<file path="src/rtl/vx_cta_launcher.sv">
// Per-core CTA launcher: accepts CTAs from the KMU, spawns their warps
// and reports CTA completion once every warp of a CTA has exited.
module vx_cta_launcher #(
    parameter int NUM_WARPS = 4,
    parameter int MAX_CTAS  = 2,
    localparam int WID_W  = (NUM_WARPS > 1) ? $clog2(NUM_WARPS) : 1,
    localparam int SLOT_W = (MAX_CTAS > 1) ? $clog2(MAX_CTAS) : 1
) (
    input  logic              clk,
    input  logic              reset,
    output logic              core_ready,
    input  logic [31:0]       task_start_pc,
    input  logic [31:0]       task_param,
    input  logic [31:0]       task_num_warps,
    input  logic [31:0]       task_cta_x,
    input  logic [31:0]       task_cta_y,
    input  logic [31:0]       task_cta_z,
    input  logic [31:0]       task_cta_id,
    output logic              spawn_valid,
    input  logic              spawn_ready,
    output logic [WID_W-1:0]  spawn_wid,
    output logic [31:0]       spawn_pc,
    output logic [31:0]       spawn_param,
    output logic [31:0]       spawn_cta_id,
    output logic [SLOT_W-1:0] spawn_slot,
    input  logic              exit_valid,
    input  logic [WID_W-1:0]  exit_wid,
    output logic              cta_done,
    output logic [31:0]       cta_done_id,
    output logic              busy,
    output logic              err
);

    typedef enum logic {IDLE, SPAWN} state_t;

    state_t              state_q, state_d;
    logic [NUM_WARPS-1:0] warp_busy_q;
    logic [SLOT_W-1:0]   warp_slot_q [NUM_WARPS];
    logic [MAX_CTAS-1:0] slot_vld_q;
    logic [31:0]         slot_pc_q    [MAX_CTAS];
    logic [31:0]         slot_param_q [MAX_CTAS];
    logic [31:0]         slot_id_q    [MAX_CTAS];
    logic [31:0]         slot_rem_q   [MAX_CTAS];
    logic [SLOT_W-1:0]   cur_slot_q;
    logic [31:0]         issued_q;
    logic [31:0]         cur_nw_q;
    logic                hold_q;
    logic [WID_W-1:0]    held_wid_q;
    logic                done_q;
    logic [31:0]         done_id_q;
    logic                err_q;

    logic [31:0]       free_cnt;
    logic [WID_W-1:0]  low_wid;
    logic [SLOT_W-1:0] low_slot;
    logic              slot_free;
    logic [31:0]       nw;
    logic              oversize;
    logic              accept;
    logic              spawn_fire;
    logic              last_spawn;
    logic              exit_hit;
    logic [SLOT_W-1:0] exit_slot;
    logic              unused_ok;

    always_comb begin
        free_cnt  = '0;
        low_wid   = '0;
        slot_free = 1'b0;
        low_slot  = '0;
        for (int i = NUM_WARPS - 1; i >= 0; i--) begin
            if (!warp_busy_q[i]) begin
                free_cnt = free_cnt + 32'd1;
                low_wid  = WID_W'(i);
            end
        end
        for (int j = MAX_CTAS - 1; j >= 0; j--) begin
            if (!slot_vld_q[j]) begin
                slot_free = 1'b1;
                low_slot  = SLOT_W'(j);
            end
        end
    end

    always_comb begin
        nw       = task_num_warps;
        oversize = 1'b0;
        if (task_num_warps == 32'd0) begin
            nw = 32'd1;
        end else if (task_num_warps > 32'(NUM_WARPS)) begin
            nw       = 32'(NUM_WARPS);
            oversize = 1'b1;
        end
    end

    assign core_ready = (state_q == IDLE) && reset && slot_free
                        && (free_cnt >= nw);
    assign accept     = core_ready && (task_cta_x != 32'hFFFF_FFFF);

    // A stalled request keeps its warp even if a lower one frees up.
    assign spawn_valid  = (state_q == SPAWN);
    assign spawn_wid    = hold_q ? held_wid_q : low_wid;
    assign spawn_fire   = spawn_valid && spawn_ready;
    assign last_spawn   = (issued_q + 32'd1) == cur_nw_q;
    assign spawn_pc     = spawn_valid ? slot_pc_q[cur_slot_q] : '0;
    assign spawn_param  = spawn_valid ? slot_param_q[cur_slot_q] : '0;
    assign spawn_cta_id = spawn_valid ? slot_id_q[cur_slot_q] : '0;
    assign spawn_slot   = spawn_valid ? cur_slot_q : '0;

    assign exit_hit  = exit_valid && warp_busy_q[exit_wid];
    assign exit_slot = warp_slot_q[exit_wid];

    assign cta_done    = done_q;
    assign cta_done_id = done_id_q;
    assign busy        = (state_q != IDLE) || (|slot_vld_q);
    assign err         = err_q;
    assign unused_ok   = ^{task_cta_y, task_cta_z};

    always_comb begin
        state_d = state_q;
        unique case (state_q)
            IDLE:  if (accept) state_d = SPAWN;
            SPAWN: if (spawn_fire && last_spawn) state_d = IDLE;
            default: state_d = IDLE;
        endcase
    end

    always_ff @(posedge clk or negedge reset) begin
        if (!reset) begin
            state_q <= IDLE;
        end else begin
            state_q <= state_d;
        end
    end

    always_ff @(posedge clk or negedge reset) begin
        if (!reset) begin
            warp_busy_q <= '0;
            slot_vld_q  <= '0;
            cur_slot_q  <= '0;
            issued_q    <= '0;
            cur_nw_q    <= '0;
            hold_q      <= 1'b0;
            held_wid_q  <= '0;
            done_q      <= 1'b0;
            done_id_q   <= '0;
            err_q       <= 1'b0;
            for (int i = 0; i < NUM_WARPS; i++) warp_slot_q[i] <= '0;
            for (int j = 0; j < MAX_CTAS; j++) begin
                slot_pc_q[j]    <= '0;
                slot_param_q[j] <= '0;
                slot_id_q[j]    <= '0;
                slot_rem_q[j]   <= '0;
            end
        end else begin
            done_q <= 1'b0;
            if (accept) begin
                slot_vld_q[low_slot]   <= 1'b1;
                slot_pc_q[low_slot]    <= task_start_pc;
                slot_param_q[low_slot] <= task_param;
                slot_id_q[low_slot]    <= task_cta_id;
                slot_rem_q[low_slot]   <= nw;
                cur_slot_q             <= low_slot;
                cur_nw_q               <= nw;
                issued_q               <= '0;
                hold_q                 <= 1'b0;
                if (oversize) err_q <= 1'b1;
            end
            if (spawn_fire) begin
                warp_busy_q[spawn_wid] <= 1'b1;
                warp_slot_q[spawn_wid] <= cur_slot_q;
                issued_q               <= issued_q + 32'd1;
                hold_q                 <= 1'b0;
            end else if (spawn_valid) begin
                hold_q     <= 1'b1;
                held_wid_q <= spawn_wid;
            end
            // Remaining counts unissued warps, so a CTA cannot finish mid-spawn.
            if (exit_hit) begin
                warp_busy_q[exit_wid] <= 1'b0;
                slot_rem_q[exit_slot] <= slot_rem_q[exit_slot] - 32'd1;
                if (slot_rem_q[exit_slot] == 32'd1) begin
                    slot_vld_q[exit_slot] <= 1'b0;
                    done_q                <= 1'b1;
                    done_id_q             <= slot_id_q[exit_slot];
                end
            end else if (exit_valid) begin
                err_q <= 1'b1;
            end
        end
    end

endmodule

</file>
<file path="config.mk">
export PLATFORM = sky130hd
export DESIGN_NAME = vx_cta_launcher
export DESIGN_NICKNAME = d
export VERILOG_FILES = /design/src/rtl/vx_cta_launcher.sv
export SDC_FILE = /design/constraint.sdc
export NUM_CORES = 1
export LEC_CHECK = 0
export BUFFER_PORTS_ARGS = -buffer_cell sky130_fd_sc_hd__buf_2
export CORE_MARGIN = 2
export CORE_UTILIZATION = 40
export DETAILED_ROUTE_END_ITERATION = 10
export GPL_TIMING_DRIVEN = 0
export PLACE_DENSITY = 0.59
export SLEW_MARGIN = 20
export SYNTH_ARGS = -nofsm -noshare
export SYNTH_HDL_FRONTEND = slang
export SYNTH_SLANG_ARGS = --single-unit
</file>
<file path="constraint.sdc">
create_clock -name clk -period 6.7 [get_ports clk]
set_input_delay 2.01 -clock clk [delete_from_list [all_inputs] [get_ports clk]]
set_output_delay 2.01 -clock clk [all_outputs]
set_load 0.005 [all_outputs]
</file>
==> metrics.md <==
| Metric | Value |
|---|---|
| Status | `finished clean` |
| Total chip power | `5.85 mW` |
| Rel. slew slack | `27.0%` |
| Leading area contributor after synthesis | `dfrtp_1` |
| Yosys top cell area share | `49.2%` |
| RR Startpoint | `warp_busy_q[2]$_DFF_PN0_` |
| TritonCTS clock tree | `built` |
| Clk Latency, worst-skew pair | `0.59 ns` |
| Main combinational cell family by area after synthesis | `multiplexers` |
| Routability congestion estimate | `0.862` |
| DP HPWL | `40.4 mm` |
| Die ar. | `0.0487 mm^2` |
| Tightest Pin Transition | `1.09 ns` |
| Die Width | `221 um` |
| CP Max Fanout | `6` |
| DRT Pass-1 Iters | `5` |
| Number of synthesized flops with an enable pin | `0` |
| Post-Route WL | `56.2 mm` |
| Fmax | `0.153 GHz` |
| Core area | `0.0465 mm^2` |
| Top_reg_cell synth | `dfrtp_1` |
| Adder-Cell Fraction of Synth Area | `0.733%` |
| Final setup viols | `0` |
| Syn Area/Cell | `10.7 um^2` |
| Pin count of the biggest net entering global routing | `101` |
| Startpoint types | `input port` |
| Register area share after synthesis | `49.2%` |
| Area grow syn2layout | `20.8%` |
| CTS Sinks | `369` |
| Post-synthesis cell type count | `70` |
| Hold Crit Start | `cta_done_id[14]$_DFFE_PN0P_` |
| Worst R2R Setup Slack | `1.91 ns` |
| Final setup skew | `0.0244 ns` |
| Final net count | `2346` |
| Netlist Area Pre-Place | `0.0188 mm^2` |
| Vias | `15100` |
| Clock Path Buffers | `3` |
| Simple logic cell fraction of the synthesized area | `15.0%` |
| Final hold viol count | `0` |
| Layout cells sized above 1 | `28.7%` |
| Initial Util | `40.4%` |
| LEAKAGE | `11.4 nW` |
| Gr usage total | `23.2%` |
| Clock period minus worst slack | `6.56 ns` |
| IO buf count | `301` |
| RSZ-0062 raised after global routing | `no` |
| Rows | `79` |
| Syn_nets | `1999` |
| Die Ht | `221 um` |
| Clock root buffer | `clkbuf_16` |
| ANT nets after route | `0` |
| Total CTS buffers | `42` |
| Maximum VDD drop | `0.198 mV` |
| Crit Path Class | `in2out` |
| Max Cap Violations | `0` |
| Finished Cell Area | `0.0227 mm^2` |
| Fraction of registers with async set/reset | `100%` |
| Global route total overflow | `0` |
| Synth Area in Compound Gates | `10.5%` |
| # DRC | `0` |
| Initial antenna violation count | `16` |
| WP data required | `4.69 ns` |
| # hold bufs at CTS | `0` |
| Ys Warns | `0` |
| Post-DP Area | `0.0211 mm^2` |
| # H-tree levels | `2` |
| PwrDens | `258 mW/mm^2` |
| Vias per cell | `5.52` |
| Arrival @ worst endpoint | `4.55 ns` |
| Xor/xnor share of the synthesized area | `2.10%` |
| Wire per inst | `20.5 um` |
| Final period util | `97.8%` |
| Min-Delay Path Class | `reg2reg` |
| Syn Inst Count | `1758` |
| Seq cells post-synth | `369` |
| Slew Limit Fails | `0` |
| Initial detailed-routing violation count | `990` |
| Main area contributors after synthesis | `dfrtp_1 (49%), mux2_2 (12%), mux2i_1 (7.3%)` |
| Crit path launch | `task_num_warps[19]` |
| Clock transition at path regs | `0.06 ns` |
| Mux share of post-synthesis cell area | `19.5%` |
| I/O pin count | `366` |
| CP Capture Type | `output pin` |
| Global-route wire length before repair | `87.1 mm` |
| Vias in the first global route | `15200` |
==> critical path, stage by stage <==
cell and delay, ns:
buf_2 0.10, nor4_1 0.29, nand4_1 0.26, nor4b_4 0.33, o21ai_2 0.18, inv_1 0.09
ha_1 0.22, nand2b_1 0.14, a21o_1 0.17, a211o_1 0.32, and2_2 0.26, buf_2 0.16
==> area by class of cell <==
cell class	instances	area, um^2
Multi-Input combinational cell	1250	9020
Buffer	113	458
Antenna cell	1	2.50
Clock inverter	11	205
Inverter	25	93.8
Timing Repair Buffer	304	1600
Fill cell	4318	23800
Tap cell	607	759
Clock buffer	66	1300
Sequential cell	369	9230
==> sequential cells by signal, summed over array words and instances, names as in the netlist <==
signal        cells
warp_slot_q       4
slot_rem_q       64
spawn_valid       1
warp_busy_q       4
err               1
cta_done_id      32
hold_q            1
slot_param_q     64
held_wid_q        2
slot_pc_q        64
cur_slot_q        1
slot_vld_q        2
cta_done          1
slot_id_q        64
cur_nw_q         32
issued_q         32
==> metrics by stage <==
| step | worst slack, ns | TNS (ns) | utilization, % | instances | hold WS (ns) |
|---|---|---|---|---|---|
| after floorplan | 0.502 | 0 | - | 1758 | 0.441 |
| after global placement | -5.18 | -2728.87 | 45.3 | 2666 | 0.462 |
| after detailed placement | -0.399 | -3.83 | 45.5 | 2669 | 0.466 |
| after CTS | 0.0504 | 0 | 48.8 | 2745 | 0.482 |
| after global routing | 0.00334 | 0 | 48.8 | 2746 | 0.504 |
| final | 0.144 | 0 | 48.8 | 2746 | 0.478 |
==> layout by cell type, fill, tap and decap left out, types with 18 or more instances in the layout <==
master / n
nand3_1: 33
inv_1: 25
nor3_1: 29
and2_1: 44
xnor2_1: 27
nor4_1: 20
nand2_1: 107
xor2_1: 18
nor2b_1: 99
a21oi_1: 54
mux2_2: 200
o31ai_1: 38
dfrtp_1: 369
buf_2: 321
o21ai_1: 44
nand4_1: 27
clkbuf_1: 96
nor2_1: 80
o21ai_0: 120
mux2i_1: 136
clkbuf_16: 43
==> logic make-up after synthesis <==
| logic type | count (synthesis) |
|---|---|
| flip-flops | 369 |
| buffers and inverters | 139 |
| XOR/XNOR | 45 |
| other | 2 |
| adder cells (fa/ha/maj) | 11 |
| AND/OR/NAND/NOR | 524 |
| multiplexers | 338 |
| AO/OA/AOI/OAI | 330 |
==> layer usage <==
metal  routed length (um)  vias to the layer above  track usage (%)
li1                     -                     6979                -
met5                  153                        -                0
met1                23800                     7553             30.2
met4                 1180                       22             6.29
met3                 4860                       91             7.01
met2                26200                      503             37.6
==> report_power, final <==
part / switching, mW / internal [mW] / leakage [nW]
sequential: 0.117 / 2.35 / 5.06
combinational: 0.552 / 0.371 / 5.55
clock: 0.966 / 1.50 / 0.740
==> path summary, 6_finish.rpt <==
path	to	cells past startpoint
setup reg to reg	slot_id_q[39]$_DFFE_PN0P_	12
hold reg to reg	cta_done_id[14]$_DFFE_PN0P_	2
setup / recovery	core_ready	12
min in group asynchronous	cur_nw_q[11]$_DFFE_PN0N_	1
hold / removal	cta_done_id[14]$_DFFE_PN0P_	2
max in group asynchronous	slot_param_q[61]$_DFFE_PN0P_	3
==> cells in the mapped netlist, types with 33 or more instances <==
cell type	instances
a21oi_1	54
and2_1	45
clkbuf_1	88
dfrtp_1	369
mux2_2	200
mux2i_1	136
nand2_1	107
nand3_1	33
nor2_1	80
nor2b_1	99
o21ai_0	121
o21ai_1	44
o31ai_1	38
==> repair_timing <==
action,CTS,global route
pin swaps,1,2
buffers inserted,0,0
gates resized for setup,4,3
setup endpoints to repair,1,1
(Power assumes the default switching activity.)
